[src/rtl/regfile_mp.sv]
// rtl/regfile_mp.sv - Multi-port register file with per-entry valid and bulk invalidate
//
// One read/write port (A) plus NR read-only ports (R). Every read is gated by the
// entry's valid bit, so uninitialised array contents never reach an output.
//
// Ports:
//   clk_i, rst_ni  clock (rising edge) and asynchronous active-low reset
//   ena_i          global clock enable; low freezes all state
//   adr_i, dat_i   port A address and write data
//   wre_i, clr_i   port A write enable and invalidate-all
//   dat_o, vld_o   port A combinational read data and valid
//   radr_i         R-port addresses, port k at [k*AW +: AW]
//   rdat_o, rvld_o R-port read data (port k at [k*DW +: DW]) and valid (bit k)
module regfile_mp #(
    parameter int AW      = 5,
    parameter int DW      = 32,
    parameter int NR      = 2,
    parameter int REG_OUT = 1
) (
    input  logic             clk_i,
    input  logic             rst_ni,
    input  logic             ena_i,
    input  logic [AW-1:0]    adr_i,
    input  logic [DW-1:0]    dat_i,
    input  logic             wre_i,
    input  logic             clr_i,
    output logic [DW-1:0]    dat_o,
    output logic             vld_o,
    input  logic [NR*AW-1:0] radr_i,
    output logic [NR*DW-1:0] rdat_o,
    output logic [NR-1:0]    rvld_o
);

    localparam int DEPTH = 1 << AW;

    logic [DW-1:0]    mem_q [DEPTH];
    logic [DEPTH-1:0] vld_q, vld_d;
    logic [NR*DW-1:0] rdat_q, rdat_d, rdat_comb;
    logic [NR-1:0]    rvld_q, rvld_d, rvld_comb;
    logic             wr_en;
    logic             clr_en;

    assign wr_en  = ena_i & wre_i;
    assign clr_en = ena_i & clr_i;

    // Clear first, then write, so a coincident write leaves its entry valid.
    always_comb begin
        vld_d = vld_q;
        if (clr_en) begin
            vld_d = '0;
        end
        if (wr_en) begin
            vld_d[adr_i] = 1'b1;
        end
    end

    always_ff @(posedge clk_i or negedge rst_ni) begin
        if (!rst_ni) begin
            vld_q <= '0;
        end else begin
            vld_q <= vld_d;
        end
    end

    // Array is not reset; stale contents are hidden by the valid gating.
    always_ff @(posedge clk_i) begin
        if (rst_ni && wr_en) begin
            mem_q[adr_i] <= dat_i;
        end
    end

    assign vld_o = vld_q[adr_i];
    assign dat_o = vld_q[adr_i] ? mem_q[adr_i] : '0;

    // Gated read of the current array contents (read-before-write).
    always_comb begin
        rdat_comb = '0;
        rvld_comb = '0;
        for (int k = 0; k < NR; k++) begin
            rvld_comb[k] = vld_q[radr_i[k*AW +: AW]];
            rdat_comb[k*DW +: DW] = vld_q[radr_i[k*AW +: AW]] ? mem_q[radr_i[k*AW +: AW]] : '0;
        end
    end

    // Registered R ports: a same-edge write wins over clear, clear over the array.
    always_comb begin
        rdat_d = rdat_q;
        rvld_d = rvld_q;
        if (ena_i) begin
            for (int k = 0; k < NR; k++) begin
                if (wre_i && (radr_i[k*AW +: AW] == adr_i)) begin
                    rdat_d[k*DW +: DW] = dat_i;
                    rvld_d[k]          = 1'b1;
                end else if (clr_i) begin
                    rdat_d[k*DW +: DW] = '0;
                    rvld_d[k]          = 1'b0;
                end else begin
                    rdat_d[k*DW +: DW] = rdat_comb[k*DW +: DW];
                    rvld_d[k]          = rvld_comb[k];
                end
            end
        end
    end

    always_ff @(posedge clk_i or negedge rst_ni) begin
        if (!rst_ni) begin
            rdat_q <= '0;
            rvld_q <= '0;
        end else begin
            rdat_q <= rdat_d;
            rvld_q <= rvld_d;
        end
    end

    assign rdat_o = (REG_OUT != 0) ? rdat_q : rdat_comb;
    assign rvld_o = (REG_OUT != 0) ? rvld_q : rvld_comb;

endmodule

[config.mk]
export PLATFORM = sky130hd
export DESIGN_NAME = regfile_mp
export DESIGN_NICKNAME = d
export VERILOG_FILES = /design/src/rtl/regfile_mp.sv
export SDC_FILE = /design/constraint.sdc
export NUM_CORES = 2
export LEC_CHECK = 0
export BUFFER_PORTS_ARGS = -buffer_cell sky130_fd_sc_hd__buf_4
export CAP_MARGIN = 20
export CORE_ASPECT_RATIO = 0.75
export CORE_MARGIN = 1.5
export CORE_UTILIZATION = 40
export DETAILED_ROUTE_END_ITERATION = 7
export GPL_TIMING_DRIVEN = 0
export PLACE_DENSITY = 0.64
export SLEW_MARGIN = 5
export SYNTH_ARGS = -nofsm -noshare
export SYNTH_HDL_FRONTEND = slang
export SYNTH_SLANG_ARGS = --single-unit
[constraint.sdc]
create_clock -name clk_i -period 5.79 [get_ports clk_i]
set_clock_uncertainty 0.2 [all_clocks]
set_input_delay 1.737 -clock clk_i [delete_from_list [all_inputs] [get_ports clk_i]]
set_output_delay 1.737 -clock clk_i [all_outputs]
set_load 0.005 [all_outputs]
==> impl_results.md <==
* Drt pass-1 iters at 8
* WP buf/inv at 5
* Hold slack final at 0.331 ns
* Crit-path leading delay family: buffers and inverters
* Worst IR Drop VDD at 266 µV
* Post-route cell area at 0.0705 mm²
* Commonest non-fill, non-tap cell in the layout: edfxtp_1
* Ys Warns at 0
* CP required at 3.85 ns
* Status: finished, violations left
* Highest clock rate at 170 MHz
* Worst setup EP type: output port
* Hold Violations, Final at 0
* Initial Utilization at 40.4%
* Post-layout nets at 3636
* Area leader, netlist: edfxtp_1
* Synth Flop Type: edfxtp_1
* Failing checks: design-rule violations, negative setup slack
* Vias in the first global route at 40400
* Clk root buf: clkbuf_16
* Max capacitance violation total at 0
* Critical path arrival at 3.94 ns
* Num CTS Buffers at 112
* Total gr overflow at 0
* Tot GR Track Use at 34.4%
* Ys async rst share at 8.73%
* Fin. max-slew vios at 0
* DP Wirelength at 181000 µm
* Seq cells post-synth at 1122
* Internal power at 14.2 mW
* Clock power frac at 40.7%
* I/O Buffers at 142
* Clk buf depth at 3
* Row count at 121
* Area post-placement at 0.0646 mm²
* Cell Pwr Density at 274 mW/mm²
* Worst-Margin Slew at 1.41 ns
* Sink Count at 1122
* Register area share after synthesis at 56.3%
* Commonest cells after routing, fill and taps aside: edfxtp_1 (1024), mux4_2 (784), a22oi_1 (246), buf_4 (166), clkbuf_1 (138)
* Critical Path Start Type: primary input
* Sw Pwr at 5.05 mW
* First-pass GRT wire length at 347000 µm
* Vias at 43500
* # IOs at 151
* H-tree lvl count at 3
* Yosys cell types at 50
* Syn nets at 3257
* Crit path cell chain: clkbuf_2, buf_4, nand2_1, nor2_4, buf_8, buf_8, a22oi_1, a31oi_2, buf_4
* Largest net degree at the start of global routing at 76
* Hold_buf cts at 0
* Routability cong. at 0.992
* Layout cells sized above 1 at 42.0%
* Die height at 336 µm
* Avg WL per Cell at 46.1 µm
* Max_slew headroom at 5.85%
* Die W at 446 µm
* Average instance area after synthesis at 18.4 µm²
* Number of cells produced by synthesis at 3205
* Final Util at 48.3%
* EDFF count, synth at 1024
* Critical path peak fanout at 10
* Leakage at 22.5 nW
* Final period utilization at 102%
* Synthesized cell area at 0.0590 mm²
* Net Sw Frac at 26.2%
* Flop pwr share at 46.4%
* Crit-path max cell delay at 0.36 ns
* Unrepaired setup endpoints after global routing: true
* Top cells by area, synth: edfxtp_1 (52%), mux4_2 (30%), dfrtp_1 (4.2%)
* Fillers at 11900
* CTS tree: done
* Hold Path Class: register to register
* Area fraction of the dominant cell type after synthesis at 52.1%
* Logic gate share of total power at 12.9%
* CP Class: primary input to output port
* Core area at 0.146 mm²
* P&R area growth vs syn at 19.5%
* Crit path max-delay cell type: a31oi_2
* Antenna violations before repair at 7
* Vias per cell at 7.67
* Routed Antenna Nets at 0
* Clock Latency Late Sink at 0.79 ns
* Final WL at 261000 µm
* Clock transition at path regs at 0.06 ns
* Tmin final at 5.88 ns
* Die ar. at 0.150 mm²
* Setup-failing EPs final at 24
* Detailed router's first-iteration violation count at 10100
* Worst Slack Setup Final at -0.0881 ns
* Drt drc at 48
## flip-flops by register name (all words and copies together) (netlist names)
name    flops
rvld_o      2
mem_q    1024
vld_q      32
rdat_o     64
## stage by stage
stage | worst slack [ns] | cells | total power, mW | TNS (ns)
2_1_floorplan | 0.213 | 3205 | 10.3 | 0
3_3_place_gp | -4.26 | 5315 | 11.2 | -3708.61
3_5_place_dp | -2.08 | 5408 | 11.3 | -527.40
4_1_cts | -0.0140 | 5626 | 19.0 | -0.0140
5_1_grt | -0.0319 | 5654 | 19.5 | -0.123
6_report | -0.0881 | 5667 | 19.3 | -0.828
## what timing repair did
| item | in CTS | in global routing |
|---|---|---|
| setup buffers | 6 | 11 |
| setup endpoints to repair | 245 | 32 |
| resized for setup | 308 | 61 |
| pin swaps | 13 | 12 |
| gates cloned | 3 | 5 |
## layout make-up
type                            instances  area [µm²]  share of cell area, %
Antenna cell                           15        37.5                 0.0533
Buffer                                317        2470                   3.50
Clock buffer                          146        3060                   4.34
Clock inverter                         68         800                   1.13
Inverter                               71         267                  0.378
Multi-Input combinational cell       1690       24700                   35.1
Sequential cell                      1122       33200                   47.1
Tap cell                             1968        2460                   3.49
Timing Repair Buffer                  270        3420                   4.86
## layer usage
metal	vias to the layer above	GRT usage, %	routed length (µm)
met5	-	1.59	284
met4	12	16.1	15900
met3	1015	19.3	52500
met2	5171	46.2	105000
met1	22300	44.6	87800
li1	15000	-	-
## synth_stat cells, types with 2 or more instances
| cell | instances |
|---|---|
| o221ai_1 | 34 |
| nor3_1 | 2 |
| a22oi_1 | 260 |
| nand2_1 | 72 |
| buf_12 | 3 |
| nor4_1 | 2 |
| o21ai_0 | 24 |
| a31oi_1 | 36 |
| nand3b_1 | 2 |
| nor2b_1 | 5 |
| a21oi_1 | 129 |
| dlygate4sd1_1 | 10 |
| xnor2_1 | 2 |
| dlygate4sd3_1 | 3 |
| xor2_1 | 8 |
| mux4_2 | 784 |
| nand3_1 | 66 |
| buf_6 | 5 |
| nor3b_1 | 2 |
| a221oi_1 | 32 |
| a22o_1 | 72 |
| nor2_1 | 47 |
| o221ai_2 | 30 |
| mux2_2 | 6 |
| buf_1 | 18 |
| clkbuf_1 | 175 |
| inv_1 | 71 |
| buf_4 | 10 |
| buf_2 | 97 |
| or2_2 | 2 |
| mux2i_1 | 20 |
| a221o_1 | 33 |
| dfrtp_1 | 98 |
| edfxtp_1 | 1024 |
| and3_1 | 3 |
| and2_1 | 4 |
## tightest hold or removal path, stage by stage, from the launching register on
cell and delay, ns:
dfrtp_1 0.38, nand2_1 0.05, o21ai_0 0.06
## worst paths after layout
kind                                          end  cells after the start                 from  slack (ns)
max                                      dat_o[3]                      9             adr_i[4]       -0.09
min                           vld_q[30]$_DFF_PN0_                      2  vld_q[30]$_DFF_PN0_        0.33
max reg2reg                 rdat_o[7]$_DFFE_PN0P_                      7  vld_q[12]$_DFF_PN0_        2.37
min reg2reg                   vld_q[30]$_DFF_PN0_                      2  vld_q[30]$_DFF_PN0_        0.33
max in group asynchronous  rdat_o[24]$_DFFE_PN0P_                      2               rst_ni        3.91
min in group asynchronous  rdat_o[35]$_DFFE_PN0P_                      1               rst_ni        0.68
## kinds of logic (layout without fill, tap and decap cells)
logic type / Yosys count / after routing / share of synthesized area, %
other cells: 0 / 15 / 0
compound gates: 654 / 654 / 8.42
mux: 810 / 810 / 30.4
buf+inv: 393 / 872 / 3.05
xor+xnor: 10 / 10 / 0.149
flops: 1122 / 1122 / 56.3
simple gates: 216 / 216 / 1.68
## power by group through the flow
stage	combinational, mW	sequential [mW]	clock (mW)
2_1_floorplan	1.17	9.11	0
3_3_place_gp	2.12	9.13	0
3_5_place_dp	2.19	9.12	0
4_1_cts	2.30	8.95	7.79
5_1_grt	2.48	8.96	8.09
6_report	2.49	8.95	7.85
Note: power is estimated with default switching activity, not from simulation.
